==> config.mk <==
export PLATFORM = sky130hd
export DESIGN_NAME = uart_transmitter_flat
export DESIGN_NICKNAME = d
export VERILOG_FILES = /design/src/rtl/uart_pkg.sv /design/src/rtl/uart_transmitter_if.sv /design/src/rtl/tx_holding_buffer.sv /design/src/rtl/uart_transmitter.sv /design/src/flat_wrapper.sv
export SDC_FILE = /design/constraint.sdc
export NUM_CORES = 1
export LEC_CHECK = 0
export ABC_AREA = 0
export BUFFER_PORTS_ARGS = -buffer_cell sky130_fd_sc_hd__buf_2
export CORE_ASPECT_RATIO = 1.2
export CORE_MARGIN = 3
export CORE_UTILIZATION = 52
export CTS_CLUSTER_SIZE = 8
export DETAILED_ROUTE_END_ITERATION = 10
export PLACE_DENSITY = 0.83
export SYNTH_ARGS = -nofsm -noshare
export SYNTH_HDL_FRONTEND = slang
export SYNTH_SLANG_ARGS = --single-unit
==> constraint.sdc <==
create_clock -name Clock -period 1.7 [get_ports Clock]
set_input_delay 0.17 -clock Clock [delete_from_list [all_inputs] [get_ports Clock]]
set_output_delay 0.17 -clock Clock [all_outputs]
set_load 0.01 [all_outputs]
==> src/rtl/uart_pkg.sv <==
// Shared UART types and default constants for the transmit and receive paths.
package uart_pkg;

  localparam int DEFAULT_WORD_SIZE      = 8;
  localparam int DEFAULT_CLOCKS_PER_BIT = 434;

  typedef enum logic [1:0] {
    IDLE  = 2'd0,
    START = 2'd1,
    DATA  = 2'd2,
    STOP  = 2'd3
  } tx_state_t;

  // A frame is in progress in every state except IDLE.
  function automatic logic state_is_busy(input tx_state_t s);
    return (s != IDLE);
  endfunction

endpackage

==> src/rtl/uart_transmitter_if.sv <==
// Host-side and line-side signals of the UART transmitter.
interface uart_transmitter_if
  import uart_pkg::*;
#(
  parameter int WORD_SIZE = DEFAULT_WORD_SIZE
);
  logic [WORD_SIZE-1:0] DataIn;
  logic                 Load;
  logic                 BufferFull;
  logic                 Busy;
  logic                 TxD;

  modport master (
    output DataIn,
    output Load,
    input  BufferFull,
    input  Busy,
    input  TxD
  );

  modport slave (
    input  DataIn,
    input  Load,
    output BufferFull,
    output Busy,
    output TxD
  );
endinterface

==> src/rtl/tx_holding_buffer.sv <==
// Single-entry holding register with an occupancy flag. A write is taken only
// while the flag is clear; a write while full is dropped silently.
module tx_holding_buffer
  import uart_pkg::*;
#(
  parameter int WORD_SIZE = DEFAULT_WORD_SIZE
) (
  input  logic                 Clock,
  input  logic                 ResetN,
  input  logic                 load_i,
  input  logic                 transfer_i,
  input  logic [WORD_SIZE-1:0] data_i,
  output logic [WORD_SIZE-1:0] hold_o,
  output logic                 full_o
);

  logic                 full_q, full_d;
  logic [WORD_SIZE-1:0] hold_q, hold_d;
  logic                 accept;

  // Accept and transfer are mutually exclusive: one needs full clear, the other full set.
  always_comb begin
    full_d = full_q;
    hold_d = hold_q;
    accept = load_i & ~full_q;
    if (accept) begin
      full_d = 1'b1;
      hold_d = data_i;
    end else if (transfer_i) begin
      full_d = 1'b0;
    end
  end

  // Holding register and flag state.
  always_ff @(posedge Clock or negedge ResetN) begin
    if (!ResetN) begin
      full_q <= 1'b0;
      hold_q <= '0;
    end else begin
      full_q <= full_d;
      hold_q <= hold_d;
    end
  end

  assign hold_o = hold_q;
  assign full_o = full_q;

endmodule

==> src/rtl/uart_transmitter.sv <==
// UART transmit path: holding buffer feeding a framed serial shifter.
//
// state | meaning
// IDLE  | line high, waiting for a word in the holding buffer
// START | start bit (line low) for CLOCKS_PER_BIT cycles
// DATA  | WORD_SIZE data bits, LSB first, one per bit period
// STOP  | stop bit (line high); last cycle may chain straight into START
module uart_transmitter
  import uart_pkg::*;
#(
  parameter int WORD_SIZE      = DEFAULT_WORD_SIZE,
  parameter int CLOCKS_PER_BIT = DEFAULT_CLOCKS_PER_BIT
) (
  input  logic               Clock,
  input  logic               ResetN,
  uart_transmitter_if.slave  bus
);

  localparam int BAUD_W = (CLOCKS_PER_BIT > 1) ? $clog2(CLOCKS_PER_BIT) : 1;
  localparam int BIT_W  = (WORD_SIZE > 1) ? $clog2(WORD_SIZE) : 1;
  localparam logic [BAUD_W-1:0] LAST_BAUD = BAUD_W'(CLOCKS_PER_BIT - 1);
  localparam logic [BIT_W-1:0]  LAST_BIT  = BIT_W'(WORD_SIZE - 1);

  tx_state_t            state_q, state_d;
  logic [BAUD_W-1:0]    baud_q, baud_d;
  logic [BIT_W-1:0]     bit_q, bit_d;
  logic [WORD_SIZE-1:0] shift_q, shift_d;
  logic                 txd_q, txd_d;

  logic [WORD_SIZE-1:0] hold;
  logic                 full;
  logic                 bit_end;
  logic                 transfer;

  assign bit_end  = (baud_q == LAST_BAUD);
  assign transfer = full & ((state_q == IDLE) | ((state_q == STOP) & bit_end));

  tx_holding_buffer #(
    .WORD_SIZE (WORD_SIZE)
  ) u_hold (
    .Clock      (Clock),
    .ResetN     (ResetN),
    .load_i     (bus.Load),
    .transfer_i (transfer),
    .data_i     (bus.DataIn),
    .hold_o     (hold),
    .full_o     (full)
  );

  // Next-state, counters and shifter; TxD is derived from the next state so the line is registered.
  always_comb begin
    state_d = state_q;
    baud_d  = baud_q;
    bit_d   = bit_q;
    shift_d = shift_q;
    txd_d   = 1'b1;

    unique case (state_q)
      IDLE: begin
        baud_d = '0;
        if (transfer) begin
          state_d = START;
          shift_d = hold;
          bit_d   = '0;
        end
      end
      START: begin
        if (bit_end) begin
          baud_d  = '0;
          state_d = DATA;
        end else begin
          baud_d = baud_q + 1'b1;
        end
      end
      DATA: begin
        if (bit_end) begin
          baud_d  = '0;
          shift_d = shift_q >> 1;
          if (bit_q == LAST_BIT) begin
            state_d = STOP;
          end else begin
            bit_d = bit_q + 1'b1;
          end
        end else begin
          baud_d = baud_q + 1'b1;
        end
      end
      STOP: begin
        if (bit_end) begin
          baud_d = '0;
          if (transfer) begin
            state_d = START;
            shift_d = hold;
            bit_d   = '0;
          end else begin
            state_d = IDLE;
          end
        end else begin
          baud_d = baud_q + 1'b1;
        end
      end
      default: state_d = IDLE;
    endcase

    case (state_d)
      START:   txd_d = 1'b0;
      DATA:    txd_d = shift_d[0];
      default: txd_d = 1'b1;
    endcase
  end

  // State, counter, shifter and line registers.
  always_ff @(posedge Clock or negedge ResetN) begin
    if (!ResetN) begin
      state_q <= IDLE;
      baud_q  <= '0;
      bit_q   <= '0;
      shift_q <= '0;
      txd_q   <= 1'b1;
    end else begin
      state_q <= state_d;
      baud_q  <= baud_d;
      bit_q   <= bit_d;
      shift_q <= shift_d;
      txd_q   <= txd_d;
    end
  end

  assign bus.TxD        = txd_q;
  assign bus.Busy       = state_is_busy(state_q);
  assign bus.BufferFull = full;

endmodule

==> src/flat_wrapper.sv <==
// flat-port wrapper written by rule: the top's interface ports become plain ports
module uart_transmitter_flat import uart_pkg::*;
#(
  parameter int WORD_SIZE      = DEFAULT_WORD_SIZE,
  parameter int CLOCKS_PER_BIT = DEFAULT_CLOCKS_PER_BIT
)
  (Clock, ResetN, bus_DataIn, bus_Load, bus_BufferFull, bus_Busy, bus_TxD);
  uart_transmitter_if #(.WORD_SIZE(WORD_SIZE)) bus_i ();
  input  logic Clock;
  input  logic ResetN;
  input wire logic [$bits(bus_i.DataIn)-1:0] bus_DataIn;
  input wire logic [$bits(bus_i.Load)-1:0] bus_Load;
  output wire logic [$bits(bus_i.BufferFull)-1:0] bus_BufferFull;
  output wire logic [$bits(bus_i.Busy)-1:0] bus_Busy;
  output wire logic [$bits(bus_i.TxD)-1:0] bus_TxD;
  assign bus_i.DataIn = bus_DataIn;
  assign bus_i.Load = bus_Load;
  assign bus_BufferFull = bus_i.BufferFull;
  assign bus_Busy = bus_i.Busy;
  assign bus_TxD = bus_i.TxD;
  uart_transmitter #(.WORD_SIZE(WORD_SIZE), .CLOCKS_PER_BIT(CLOCKS_PER_BIT)) u_core (.Clock(Clock), .ResetN(ResetN), .bus(bus_i));
endmodule
Word-level counts from Yosys, hierarchy flattened
Cells that the tools add are included.
{ "word_totals": {"word_cells": 53, "register_bits": 32, "input_bits": 11, "out_inout_bits": 3} }
{ "op_classes": {"bitwise_logic": 5, "n_mux": 21, "reduce_logical": 7, "n_eq_ne": 10, "n_addsub": 2} }
{ "op_table": {"columns": ["cell", "count"], "rows": [
  ["$mux 8", 3],
  ["$pmux 8 s3", 1],
  ["$pmux 9 s2", 1],
  ["$mux 3", 4],
  ["$mux 2", 5],
  ["$add 9x1->9 const B", 1],
  ["$eq 9x9->1 const B", 1],
  ["$mux 9", 1],
  ["$pmux 3 s3", 1],
  ["$pmux 2 s4", 1],
  ["$eq 2x2->1 const B", 3],
  ["$eq 2x1->1 const B", 2],
  ["$ne 2x1->1 const B", 2],
  ["$reduce_and 4->1", 1],
  ["$reduce_bool 2->1", 2],
  ["$add 3x1->3 const B", 1],
  ["$and 1x1->1", 3],
  ["$eq 3x3->1 const B", 1],
  ["$mux 1", 3],
  ["$reduce_and 3->1", 1],
  ["$reduce_bool 3->1", 1],
  ["$reduce_or 3->1", 1],
  ["$logic_not 2->1", 1],
  ["$ne 2x2->1 const B", 1],
  ["other kinds (3)", 3]
]} }

Logic depth before layout (Yosys ltp)
{ "depth": {"ltp_word": 9, "mapped_depth": 8} }

Hierarchy
Synthesis repeated with hierarchy kept, for this count alone.
{ "unflattened": {"cells_unflattened": 165, "hier_area_um2": 1813.0} }
{ "by_module_without_submodules": {"columns": ["module", "area_each_um2", "cells_each", "n_inst", "seq_area_each_um2"], "rows": [
  ["uart_transmitter", 1438.9, 144, 1, 576.8],
  ["tx_holding_buffer", 374.1, 21, 1, 225.2]
]} }

Least setup slack after synthesis
OpenSTA, ideal clock, no wires.
{ "synth_path": {"kind": "flip-flop to flip-flop", "from": "register u_core.baud_q[1]", "to": "register u_core.shift_q[0]", "path_stages_with_launch": 9, "setup_slack_ns": 0.016, "setup_time_ns": 0.126, "period_less_slack_ns": 1.684, "t_arrival_ns": 1.558, "cell_sequence": "dfrtp_1 -> inv_1 -> ha_1 -> and4bb_1 -> buf_6 -> and2_4 -> buf_8 -> o211ai_2 -> o32a_1"} }
{ "synth_between": {"elab_chain_len": 7, "elab_cells_between_ends": 8, "classes_between": "1 x eq/ne; 4 x mux; 3 x bitwise"} }
{ "synth_rtl": {"columns": ["element", "line_no", "text"], "rows": [
  ["start: declaration", "uart_transmitter.sv:25", "logic [BAUD_W-1:0] baud_q, baud_d;"],
  ["start signal: assignment", "uart_transmitter.sv:122", "baud_q <= baud_d;"],
  ["$eq 9x9->1 *", "uart_transmitter.sv:35", "assign bit_end = (baud_q == LAST_BAUD);"],
  ["$and 1x1->1", "uart_transmitter.sv:36", "assign transfer = full & ((state_q == IDLE) | ((state_q == STOP) & bit_end));"],
  ["$or 1x1->1", "uart_transmitter.sv:36", null],
  ["$and 1x1->1", "uart_transmitter.sv:36", null],
  ["$mux 8", "uart_transmitter.sv:61, uart_transmitter.sv:91", null],
  ["$mux 8", "uart_transmitter.sv:89", "if (bit_end) begin"],
  ["$pmux 8 s3 *", "uart_transmitter.sv:58", "unique case (state_q)"],
  ["via u_core.shift_d[0]", "uart_transmitter.sv:27", "logic [WORD_SIZE-1:0] shift_q, shift_d;"],
  ["end signal: assignment", "uart_transmitter.sv:124", "shift_q <= shift_d;"],
  ["end: declaration", "uart_transmitter.sv:27", null]
]} }
The timed path passes the listed nets; every way through them passes the cells marked *. The select of a mux whose other input is x is not followed.
A chain may end at the register's enable or synchronous reset.

Worst setup path after layout
Same ends and word-level chain as after synthesis.

==> run metrics <==
TritonCTS buffer count=5; worst setup margin=0.08224 ns; Leak Pwr=0.8462 nW; worst reg2reg startpoint=u_core.baud_q[1]; clock sink count=32; status=finished, final reports clean; minimum clock period=1.618 ns; number of global-route vias before repair=1107; Worst setup EP type=flip-flop; initial DRC count=35; Setup Skew=0.01224 ns; crit share post-route=95.16%; nets=180; Synth cell types=40; number of synthesized register bits=32; Ys Warns=0; Fill cells=240; setup violators final=0; post-CTS setup buffer count=0; ANT nets after route=0; most common cell after layout, fill and taps aside=dfrtp_1; Synth Area per Inst=11.13 um^2; CTS H-Tree Depth=2; CP required=1.94 ns; RSZ-0062 raised after global routing=no; CTS root buffer=clkbuf_4; Die X=56.50 um; Crit Path Class=flip-flop to flip-flop; hold_sp=bus_Load; # IOs=14; Place WS=-0.01270 ns; DR pass1 iterations=4; largest net degree at the start of global routing=33; final setup TNS=0 ns; Syn Inst Count=143; met3 Resource Use GR=5.814%; FMAX=0.6181 GHz; maximum capacitance violations=0; Initial Utilization=55.57%; Tightest Pin Transition=0.7059 ns; drt drc=0; worst hold endpoint=u_core.u_hold.full_o; fraction of layout cells with a size suffix above 1=31.93%; FP Rows=21; final hold viol count=0; RR Endpoint=u_core.shift_q[0]; routed vias/inst=5.955; Slew Limit Fails=0; sequential share of the synthesized area=50.39%; # diodes=0; clock latency on the worst-skew pair=0.34 ns; HPWL Detailed=2178 um; Vias=1191; commonest non-fill, non-tap cells in the layout=dfrtp_1, nand2_1, buf_2; Die H=66.60 um; power per cell area=1415 nW/um^2; GRT Total Usage=17.64%; DIE AREA=3763 um^2; CTS tree=yes; initial antenna violation count=0; grt met2 use=28.76%; GPL Wtd Cong=0.9116; GR Layer Usage met1=19.97%; Net Count, Synth=158; Max Buffers Root-to-Sink=2; final wirelength=2942 um; WL per Instance=14.71 um; Hold WC Path Type=input port to flip-flop; worst reg2reg path depth=6; critical path launch point type=flip-flop; first-pass GRT wire length=4912 um; GRT Max-Usage Layer=met2; IO Port Bufs=13; Hold Path Cell Cnt=3; synth-to-layout area growth=14.62%; Crit Path Max Fanout=8; GRT overflow=0; core area=2864 um^2; VDD IR max=0.8825 mV; CP Data Arrival Time=1.85 ns; normalized max-slew margin=52.94%; Worst-path clk slew=0.10 ns; R2R Setup Slk=0.08 ns; Post-Syn Area=1592 um^2
metrics by stage:
stage | hold slack [ns] | power [mW] | util [%] | instance area (um^2) | std cells
after floorplan | -0.1256 | 1.676 | - | 1592 | 143
after global placement | 0.2529 | 1.883 | 59.59 | 1707 | 191
after detailed placement | 0.2507 | 1.940 | 59.59 | 1707 | 191
after CTS | 0.03847 | 2.595 | 63.26 | 1812 | 200
after global routing | 0.03634 | 2.736 | 63.70 | 1824 | 200
final | 0.05043 | 2.581 | 63.70 | 1824 | 200
how the worst max path moves through the flow:
| stage | startpoint | to | slack (ns) | depth (start not counted) |
|---|---|---|---|---|
| 2_1_floorplan | u_core.baud_q[1] | u_core.shift_q[0] | 0.02 | 8 |
| 3_3_place_gp | u_core.baud_q[1] | u_core.shift_q[0] | 0.06 | 6 |
| 3_5_place_dp | u_core.baud_q[1] | u_core.shift_q[0] | -0.01 | 6 |
| 4_1_cts | u_core.baud_q[0] | u_core.shift_q[4] | 0.03 | 5 |
| 5_1_grt | u_core.baud_q[1] | u_core.shift_q[0] | 0.03 | 6 |
| 6_report | u_core.baud_q[1] | u_core.shift_q[0] | 0.08 | 6 |
routing by layer:
layer,up-vias,part of all wire (%)
met3,7,5.5
met4,0,2.3
li1,555,-
met1,598,42
met5,-,0
met2,31,50
Yosys cell counts, drive strengths merged:
master  instances  area (um^2)
nand2b          1        6.260
and3            2        13.77
nor4            1        6.260
and4b           1        10.01
and4            2        20.02
nand2          20        75.07
nor3b           1        12.51
ha              4        50.05
a31o            2        17.52
a21oi           4        20.02
mux2i           1        10.01
a221o           1        10.01
xnor2           2        17.52
and2            1        8.760
o32a            1        10.01
a211oi          1        7.510
o21ai           3        15.01
clkbuf          1        3.750
xor2            6        52.55
nand3           5        25.02
nor2b           2        12.51
inv             5        18.77
nor2           10        37.54
a32oi           6        52.55
dfrtp          31        775.7
a22o            2        17.52
dfstp           1        26.28
mux2           10        112.6
a41oi           2        17.52
o211ai          1        12.51
buf             8        63.80
nand4           3        18.77
and4bb          1        12.51
a31oi           1        21.27
cell type report:
class	count	area [um^2]	area share, %
clock buffer	7	65.06	3.567
sequential	32	802.0	43.96
multi-input combinational	97	715.7	39.23
tap	34	42.54	2.332
timing repair buffer	24	150.1	8.230
inverter	5	18.77	1.029
clock inverter	1	30.03	1.646
report_power, final:
part | internal [mW] | switching [mW] | total [mW]
clock | 0.390 | 0.259 | 0.649
sequential | 1.03 | 0.176 | 1.20
combinational | 0.389 | 0.340 | 0.729
total | 1.81 | 0.774 | 2.58
critical path, cell delays in order (launching register included):
cell,delay [ns]
dfrtp_1,0.38
inv_1,0.06
ha_1,0.13
and4bb_4,0.29
and2_4,0.21
o211ai_2,0.09
o32a_1,0.35
state kept, by name, indices dropped and copies added (netlist names):
signal                cells
u_core.baud_q             9
u_core.bit_q              3
u_core.bus.TxD            1
u_core.shift_q            8
u_core.state_q            2
u_core.u_hold.full_o      1
u_core.u_hold.hold_o      8
cells by family after synthesis:
group,Yosys count,share of synthesized area [%]
buf+inv,14,5.424
simple gates,50,16.27
fa+ha+maj,4,3.145
xor+xnor,8,4.403
mux,11,7.705
compound gates,24,12.66
flops,32,50.39
what timing repair did:
item	CTS	global route
pin swaps	0	0
gates resized for setup	1	5
endpoints found under the setup margin	2	9
hold buffers	1	0
hold endpoints to repair	31	0
(Power assumes the default switching activity.)
